<file path="config.mk">
export PLATFORM = sky130hd
export DESIGN_NAME = key_event_queue
export DESIGN_NICKNAME = d
export VERILOG_FILES = /design/src/rtl/key_event_queue.sv
export SDC_FILE = /design/constraint.sdc
export NUM_CORES = 1
export LEC_CHECK = 0
export CELL_PAD_IN_SITES_DETAIL_PLACEMENT = 1
export CELL_PAD_IN_SITES_GLOBAL_PLACEMENT = 1
export CORE_MARGIN = 2
export CORE_UTILIZATION = 48
export DETAILED_ROUTE_END_ITERATION = 8
export HOLD_SLACK_MARGIN = 0.15
export PLACE_DENSITY = 0.79
export SETUP_SLACK_MARGIN = 0.15
export SLEW_MARGIN = 20
export SYNTH_ARGS = -nofsm -noshare
export SYNTH_HDL_FRONTEND = slang
export SYNTH_SLANG_ARGS = --single-unit
</file>
<file path="constraint.sdc">
create_clock -name CLK_50M -period 8.4 [get_ports CLK_50M]
set_clock_uncertainty 0.2 [all_clocks]
set_input_delay 1.68 -clock CLK_50M [delete_from_list [all_inputs] [get_ports CLK_50M]]
set_output_delay 1.68 -clock CLK_50M [all_outputs]
set_load 0.01 [all_outputs]
</file>
<file path="src/rtl/key_event_queue.sv">
// -----------------------------------------------------------------------------
// key_event_queue
//
// Collects one-cycle key press pulses from the debounce/edge block. It turns
// them into 2-bit event codes and queues them for the game FSM, which drains
// them through a valid/ready handshake.
//
// Processing happens in two stages:
//   1. A pending register holds one bit per key. A press sets its bit. If the
//      bit is already set and is not being drained that cycle, the press is
//      coalesced and the sticky overflow flag is raised.
//   2. A serializer moves at most one pending key per cycle into a show-ahead
//      FIFO. It uses fixed priority: left > right > up > down. It only does
//      this while the FIFO is not full, judged on the count before the edge.
//
// Parameters
//   DEPTH   FIFO entries, power of two, >= 2
//   ADDR_W  log2(DEPTH)
//
// Ports
//   CLK_50M          in   system clock, all state on the rising edge
//   RSTn             in   asynchronous active-low reset
//   left_key_press   in   one-cycle press pulse, left  (code 0)
//   right_key_press  in   one-cycle press pulse, right (code 1)
//   up_key_press     in   one-cycle press pulse, up    (code 2)
//   down_key_press   in   one-cycle press pulse, down  (code 3)
//   evt_ready        in   consumer accepts the head event this cycle
//   clr_overflow     in   clears the sticky overflow flag
//   evt_valid        out  queue non-empty, evt_code is meaningful
//   evt_code         out  head event code, 0 while empty
//   evt_count        out  entries held, 0..DEPTH
//   overflow         out  sticky: at least one press was coalesced
// -----------------------------------------------------------------------------
module key_event_queue #(
    parameter int DEPTH  = 8,
    parameter int ADDR_W = 3
) (
    input  logic              CLK_50M,
    input  logic              RSTn,
    input  logic              left_key_press,
    input  logic              right_key_press,
    input  logic              up_key_press,
    input  logic              down_key_press,
    input  logic              evt_ready,
    input  logic              clr_overflow,
    output logic              evt_valid,
    output logic [1:0]        evt_code,
    output logic [ADDR_W:0]   evt_count,
    output logic              overflow
);

    localparam logic [ADDR_W:0]   FULL_COUNT = (ADDR_W + 1)'(DEPTH);
    localparam logic [ADDR_W-1:0] PTR_ONE    = ADDR_W'(1);
    localparam logic [ADDR_W:0]   CNT_ONE    = (ADDR_W + 1)'(1);

    // -------------------------------------------------------------------------
    // State
    // -------------------------------------------------------------------------
    logic [3:0]        pending_q, pending_d;
    logic [ADDR_W-1:0] rd_ptr_q,  rd_ptr_d;
    logic [ADDR_W-1:0] wr_ptr_q,  wr_ptr_d;
    logic [ADDR_W:0]   count_q,   count_d;
    logic              overflow_q, overflow_d;
    logic [1:0]        mem_q [DEPTH];

    // -------------------------------------------------------------------------
    // Combinational control
    // -------------------------------------------------------------------------
    logic [3:0] press_vec;
    logic [3:0] push_onehot;
    logic [3:0] coalesce_vec;
    logic [1:0] push_code;
    logic       fifo_full;
    logic       fifo_empty;
    logic       push;
    logic       pop;

    assign press_vec  = {down_key_press, up_key_press, right_key_press, left_key_press};
    assign fifo_full  = (count_q == FULL_COUNT);
    assign fifo_empty = (count_q == '0);

    // Fullness is judged on the registered count only. A pop in the same
    // cycle does not open a slot for a push until the next cycle.
    assign push = (pending_q != 4'b0000) && !fifo_full;
    assign pop  = !fifo_empty && evt_ready;

    // Lowest set pending bit wins: left > right > up > down.
    always_comb begin
        push_code = 2'd0;
        casez (pending_q)
            4'b???1: push_code = 2'd0;
            4'b??10: push_code = 2'd1;
            4'b?100: push_code = 2'd2;
            4'b1000: push_code = 2'd3;
            default: push_code = 2'd0;
        endcase
    end

    assign push_onehot = push ? (4'b0001 << push_code) : 4'b0000;

    // Per-key pending update. A new press of the key being drained this
    // cycle re-arms its bit. A press on a bit that stays set is lost.
    generate
        for (genvar gi = 0; gi < 4; gi++) begin : g_pending
            assign pending_d[gi]    = press_vec[gi] | (pending_q[gi] & ~push_onehot[gi]);
            assign coalesce_vec[gi] = press_vec[gi] &  pending_q[gi] & ~push_onehot[gi];
        end
    endgenerate

    // Sticky overflow: a coalesce in the same cycle as a clear wins.
    always_comb begin
        overflow_d = overflow_q;
        if (clr_overflow) begin
            overflow_d = 1'b0;
        end
        if (|coalesce_vec) begin
            overflow_d = 1'b1;
        end
    end

    always_comb begin
        wr_ptr_d = wr_ptr_q;
        rd_ptr_d = rd_ptr_q;
        if (push) begin
            wr_ptr_d = wr_ptr_q + PTR_ONE;
        end
        if (pop) begin
            rd_ptr_d = rd_ptr_q + PTR_ONE;
        end
    end

    always_comb begin
        count_d = count_q;
        case ({push, pop})
            2'b10:   count_d = count_q + CNT_ONE;
            2'b01:   count_d = count_q - CNT_ONE;
            default: count_d = count_q;
        endcase
    end

    // -------------------------------------------------------------------------
    // Registers
    // -------------------------------------------------------------------------
    always_ff @(posedge CLK_50M or negedge RSTn) begin
        if (!RSTn) begin
            pending_q  <= 4'b0000;
            rd_ptr_q   <= '0;
            wr_ptr_q   <= '0;
            count_q    <= '0;
            overflow_q <= 1'b0;
        end else begin
            pending_q  <= pending_d;
            rd_ptr_q   <= rd_ptr_d;
            wr_ptr_q   <= wr_ptr_d;
            count_q    <= count_d;
            overflow_q <= overflow_d;
        end
    end

    // Storage needs no reset. Stale contents are hidden because the output
    // is gated by count, and count is cleared by reset.
    always_ff @(posedge CLK_50M) begin
        if (push) begin
            mem_q[wr_ptr_q] <= push_code;
        end
    end

    // -------------------------------------------------------------------------
    // Outputs (show-ahead head of queue)
    // -------------------------------------------------------------------------
    assign evt_valid = !fifo_empty;
    assign evt_code  = fifo_empty ? 2'd0 : mem_q[rd_ptr_q];
    assign evt_count = count_q;
    assign overflow  = overflow_q;

endmodule
</file>
# After elaboration in Yosys (flattened, before gate mapping)
# Memories as Yosys holds them, arrays and structs flattened.
# Index checks and enable logic that the tools add are counted.
[totals]
ramBits = 16
mem_count = 1
elab_cells = 54
reg_bits = 15
[op_classes]
n_reduce_logical = 9
bitwise_logic = 20
shift = 1
n_eq_ne = 6
mux = 8
addsub = 4
[memory_table]
columns = ["memory", "depth", "word_bits", "rd", "rd_clocked_by_memory_dff", "write_ports", "line", "rtl"]
rows = [
  ["mem_q", 8, 2, 1, 0, 1, "64", "logic [1:0] mem_q [DEPTH];"],
]
[ops]
columns = ["op", "count"]
rows = [
  ["$and 1x1->1", 12],
  ["$eq 4x4->1 const B", 2],
  ["$pmux 4 s2", 1],
  ["$add 3x1->3 const B", 2],
  ["$pmux 2 s3", 1],
  ["$add 4x1->4 const B", 1],
  ["$eq 2x2->1 const B", 2],
  ["$logic_not 4->1", 1],
  ["$mux 1", 4],
  ["$mux 4", 1],
  ["$not 1->1", 4],
  ["$or 1x1->1", 4],
  ["$reduce_bool 2->1", 2],
  ["$reduce_bool 4->1", 1],
  ["$reduce_or 4->1", 1],
  ["$shl 1x2->4 const A", 1],
  ["$sub 4x1->4 const B", 1],
  ["$eq 3x3->1 const B", 1],
  ["$eq 2x1->1 const B", 1],
  ["$logic_and 1x1->1", 2],
  ["$logic_not 1->1", 2],
  ["$mux 2", 1],
]

# Longest topological paths before layout
[depth]
word_depth = 8
mapped_depth = 10
ltp_nobuf = 9

# Worst setup path before layout
# No wires, ideal clock.
[synth_timing]
kind = "input to register"
startpoint = "input port evt_ready"
endpoint = "register count_q[3], in the netlist evt_count[3]"
t_required_ns = 8.066
setup_ns = 0.134
arrival_time_ns = 3.249
setup_slack_ns = 4.818
stages = 7
cell_sequence = "nand2_1 -> inv_1 -> ha_1 -> ha_1 -> or4b_2 -> o311ai_0 -> o211ai_1"
[synth_between]
elab_chain_len = 3
elab_cells_between_ends = 5
[synth_lines]
columns = ["element", "line", "rtl"]
rows = [
  ["start, declared", "44", "input logic evt_ready,"],
  ["$logic_and 1x1->1 *", "85", "assign pop = !fifo_empty && evt_ready;"],
  ["net pop", "76", "logic pop;"],
  ["$eq 2x1->1 or $eq 2x2->1 (tied branches)", "134", "case ({push, pop})"],
  ["$pmux 4 s2 or $reduce_bool 2->1 (tied branches)", "n/a", ""],
  ["end signal, assigned", "155", "count_q <= count_d;"],
  ["end, declared", "62", "logic [ADDR_W:0] count_q, count_d;"],
]
# Mark *: on every way through the listed nets, which the timed path passes. The rest lies on a longest branch.
# A chain may end at the register's enable or synchronous reset.

# Worst setup path in the final report
[layout_timing]
startpoint = "register rd_ptr_q[0]"
endpoint = "output port evt_code[1]"
[layout_between]
elab_chain_len = 2
[layout_lines]
columns = ["element", "line", "rtl"]
rows = [
  ["start, declared", "60", "logic [ADDR_W-1:0] rd_ptr_q, rd_ptr_d;"],
  ["start signal, assigned", "153", "rd_ptr_q <= rd_ptr_d;"],
  ["$mem_v2 8x2", "n/a", ""],
  ["$mux 2", "172", "assign evt_code = fifo_empty ? 2'd0 : mem_q[rd_ptr_q];"],
  ["end, declared", "47", "output logic [1:0] evt_code,"],
]
# Every way passes these cells.

==> results.json <==
{
  "period_share_pct": 48.1,
  "routedWlPerCell_um": 16.7,
  "crit_arrival_ns": 2.16,
  "ctsResizeCount": 0,
  "tns_ns": 0,
  "worstSetupStartpoint": "rd_ptr_q[0]$_DFFE_PN0P_",
  "numCtsBuffers": 5,
  "grt_pass1_wl_um": 4950,
  "htreeDepth": 2,
  "cts_tree": "done",
  "outcome": "finished clean",
  "yosysSeqAreaShare_pct": 55.6,
  "synth_cells": 122,
  "yosysUniqueCellTypes": 34,
  "dieArea_um2": 3680,
  "antenna_found_initial": 0,
  "postCtsSetupBuffers": 0,
  "placed_cells": 177,
  "synth_area_leader_cell": "edfxtp_1",
  "finalMaxSlewViolations": 0,
  "hold_violations": 0,
  "clkSinkCount": 31,
  "grt_start_max_net_pins": 16,
  "ys_top_cells_by_area": "edfxtp_1 (31%), dfrtp_1 (24%), mux4_2 (5.8%)",
  "crit_required_ns": 6.52,
  "timing_worst_setup_path_type": "reg -> out",
  "layoutNonFillerInstCount": 185,
  "setup_viol": 0,
  "fp.dieW_um": 60.6,
  "yosysTopAreaCellShare_pct": 31.2,
  "via_per_inst": 5.68,
  "overflow": 0,
  "syn_avg_cell_area_um2": 12.6,
  "drive_gt1_share_pct": 12.1,
  "portBuffers": 15,
  "core_area_um2": 3050,
  "initial_core_util_pct": 50.5,
  "clock_latency_ns": 0.34,
  "clkSlewWorstSetupHoldPaths_ns": 0.10,
  "hold_path_class": "reg -> reg",
  "slew_headroom_pct": 50.2,
  "drt-initial-drc-count": 29,
  "fmax_mhz": 247,
  "synth_warnings": 0,
  "rows": 20,
  "rsz0062_at_grt": "false",
  "wl_um": 3100,
  "wl_met2_um": 1580,
  "vias": 1050,
  "grt_pass1_vias": 1044,
  "ir_worst_vdd_mv": 0.155,
  "worst_setup_path_start_kind": "flip-flop",
  "n_antenna_cell": 0,
  "ys_seq_elements": 31,
  "cap_violations": 0,
  "hold_buffers": 0,
  "drt-met1-wl_um": 1320,
  "io_pins": 16,
  "tightest_slew_ns": 0.744,
  "hold_start": "wr_ptr_q[0]$_DFFE_PN0P_",
  "drcViolationCount": 0,
  "drtAntennaViolNets": 0,
  "dr.pass1.iters": 4,
  "clockBufferDepth": 2,
  "dr.max_layer_used": "met4",
  "clockRootBuffer": "clkbuf_4",
  "critPathCaptureType": "primary output",
  "cp_max_fo": 6,
  "p_leak_nw": 0.665,
  "power_w": 0.000607,
  "dp_hpwl_um": 2370,
  "nets": 154,
  "r2r_setup_slack_ns": 5.15,
  "synthesis.area_um2": 1540,
  "gp_congestion": 0.795,
  "syn_nets": 136,
  "die_height_um": 60.6,
  "track_usage_pct": 19.5,
  "powerDensity_nw_per_um2": 344,
  "r2r-start": "evt_count[2]$_DFFE_PN0P_",
  "wl_met3_um": 131,
  "area_delta_synth_final_pct": 14.6,
  "fin_crit_ns": 4.04
}
==> per-stage QoR <==
stage	hold slack [ns]	setup WS, ns	utilization, %	area, µm²
finish	0.339	4.36	57.8	1770
global route	0.353	4.21	57.8	1770
CTS	0.350	4.30	57.8	1770
detailed placement	0.332	4.19	56.2	1720
global placement	0.304	4.28	56.2	1720
floorplan	0.284	4.82	-	1540
==> kinds of logic after synthesis <==
logic type               share of synthesized area [%]
AO/OA/AOI/OAI                                     8.37
XOR/XNOR                                          3.41
adder cells (fa/ha/maj)                           5.36
buffers and inverters                             3.66
flip-flops                                        55.6
multiplexers                                      9.34
AND/OR/NAND/NOR                                   14.3
==> cell usage after synthesis (all sizes together) <==
cell,count
xor2,1
mux2,3
nor3,2
o21a,1
o21ai,4
edfxtp,16
fa,1
nor2,10
a2111o,1
a211o,1
nand2b,4
ha,5
mux4,4
o311ai,1
inv,7
xnor2,5
mux2i,2
dfrtp,15
a21oi,4
buf,2
clkbuf,2
o211ai,2
nand3b,1
nor3b,3
nor4,1
a21o,3
or4,1
nand2,9
nand3,7
a311oi,1
or4b,2
nor4b,1
==> state kept, by name (all words and copies together), names as in the netlist <==
register and cells:
mem_q 16, rd_ptr_q 3, evt_count 4, overflow 1, wr_ptr_q 3, pending_q 4
==> metal layers <==
layer | GRT usage [%] | up-vias
met5 | 0 | -
met4 | 10.2 | 0
met3 | 4.48 | 7
met2 | 33.6 | 24
met1 | 22.5 | 533
li1 | - | 486
==> cell type report <==
cell class              instances  area (µm²)
fillers                       342        1290
well taps                      44        55.1
inverters                       7        26.3
clock inverters                 1        5.00
flip-flops and latches         31         856
clock buffers                   7        45.0
repair buffers                 15         150
multi-input cells              80         628
==> worst max-delay path: stages, from the launching register on <==
cell             delay, ns
dfrtp_1               0.56
mux4_2                0.56
mux2i_1               0.17
nor2_1                0.05
clkdlybuf4s50_1       0.49
==> path summary, 6_finish.rpt <==
path                       cells past startpoint                  endpoint
min in group asynchronous                      1   wr_ptr_q[2]$_DFFE_PN0P_
max in group asynchronous                      1    pending_q[1]$_DFF_PN0_
hold reg to reg                                1   wr_ptr_q[0]$_DFFE_PN0P_
setup reg to reg                               9  evt_count[3]$_DFFE_PN0P_
setup / recovery                               4               evt_code[1]
hold / removal                                 1   wr_ptr_q[0]$_DFFE_PN0P_
==> layout by cell type (no fill, tap or decap), types with 3 or more instances in the layout <==
| cell | count |
|---|---|
| a21o_1 | 3 |
| a21oi_1 | 4 |
| clkbuf_4 | 5 |
| clkdlybuf4s50_1 | 15 |
| dfrtp_1 | 15 |
| edfxtp_1 | 16 |
| ha_1 | 5 |
| inv_1 | 7 |
| mux2_2 | 3 |
| mux4_2 | 4 |
| nand2_1 | 8 |
| nand2b_1 | 4 |
| nand3_1 | 7 |
| nor2_1 | 10 |
| nor3b_1 | 3 |
| o21ai_0 | 4 |
| xnor2_1 | 5 |
==> power breakdown <==
part / total, W / internal [W] / switching [W]
Combinational: 0.000252 / 0.000134 / 0.000117
Clock: 0.0000828 / 0.0000326 / 0.0000502
Sequential: 0.000272 / 0.000216 / 0.0000564
Total: 0.000607 / 0.000383 / 0.000224
Power figures use the tool's default switching activity.
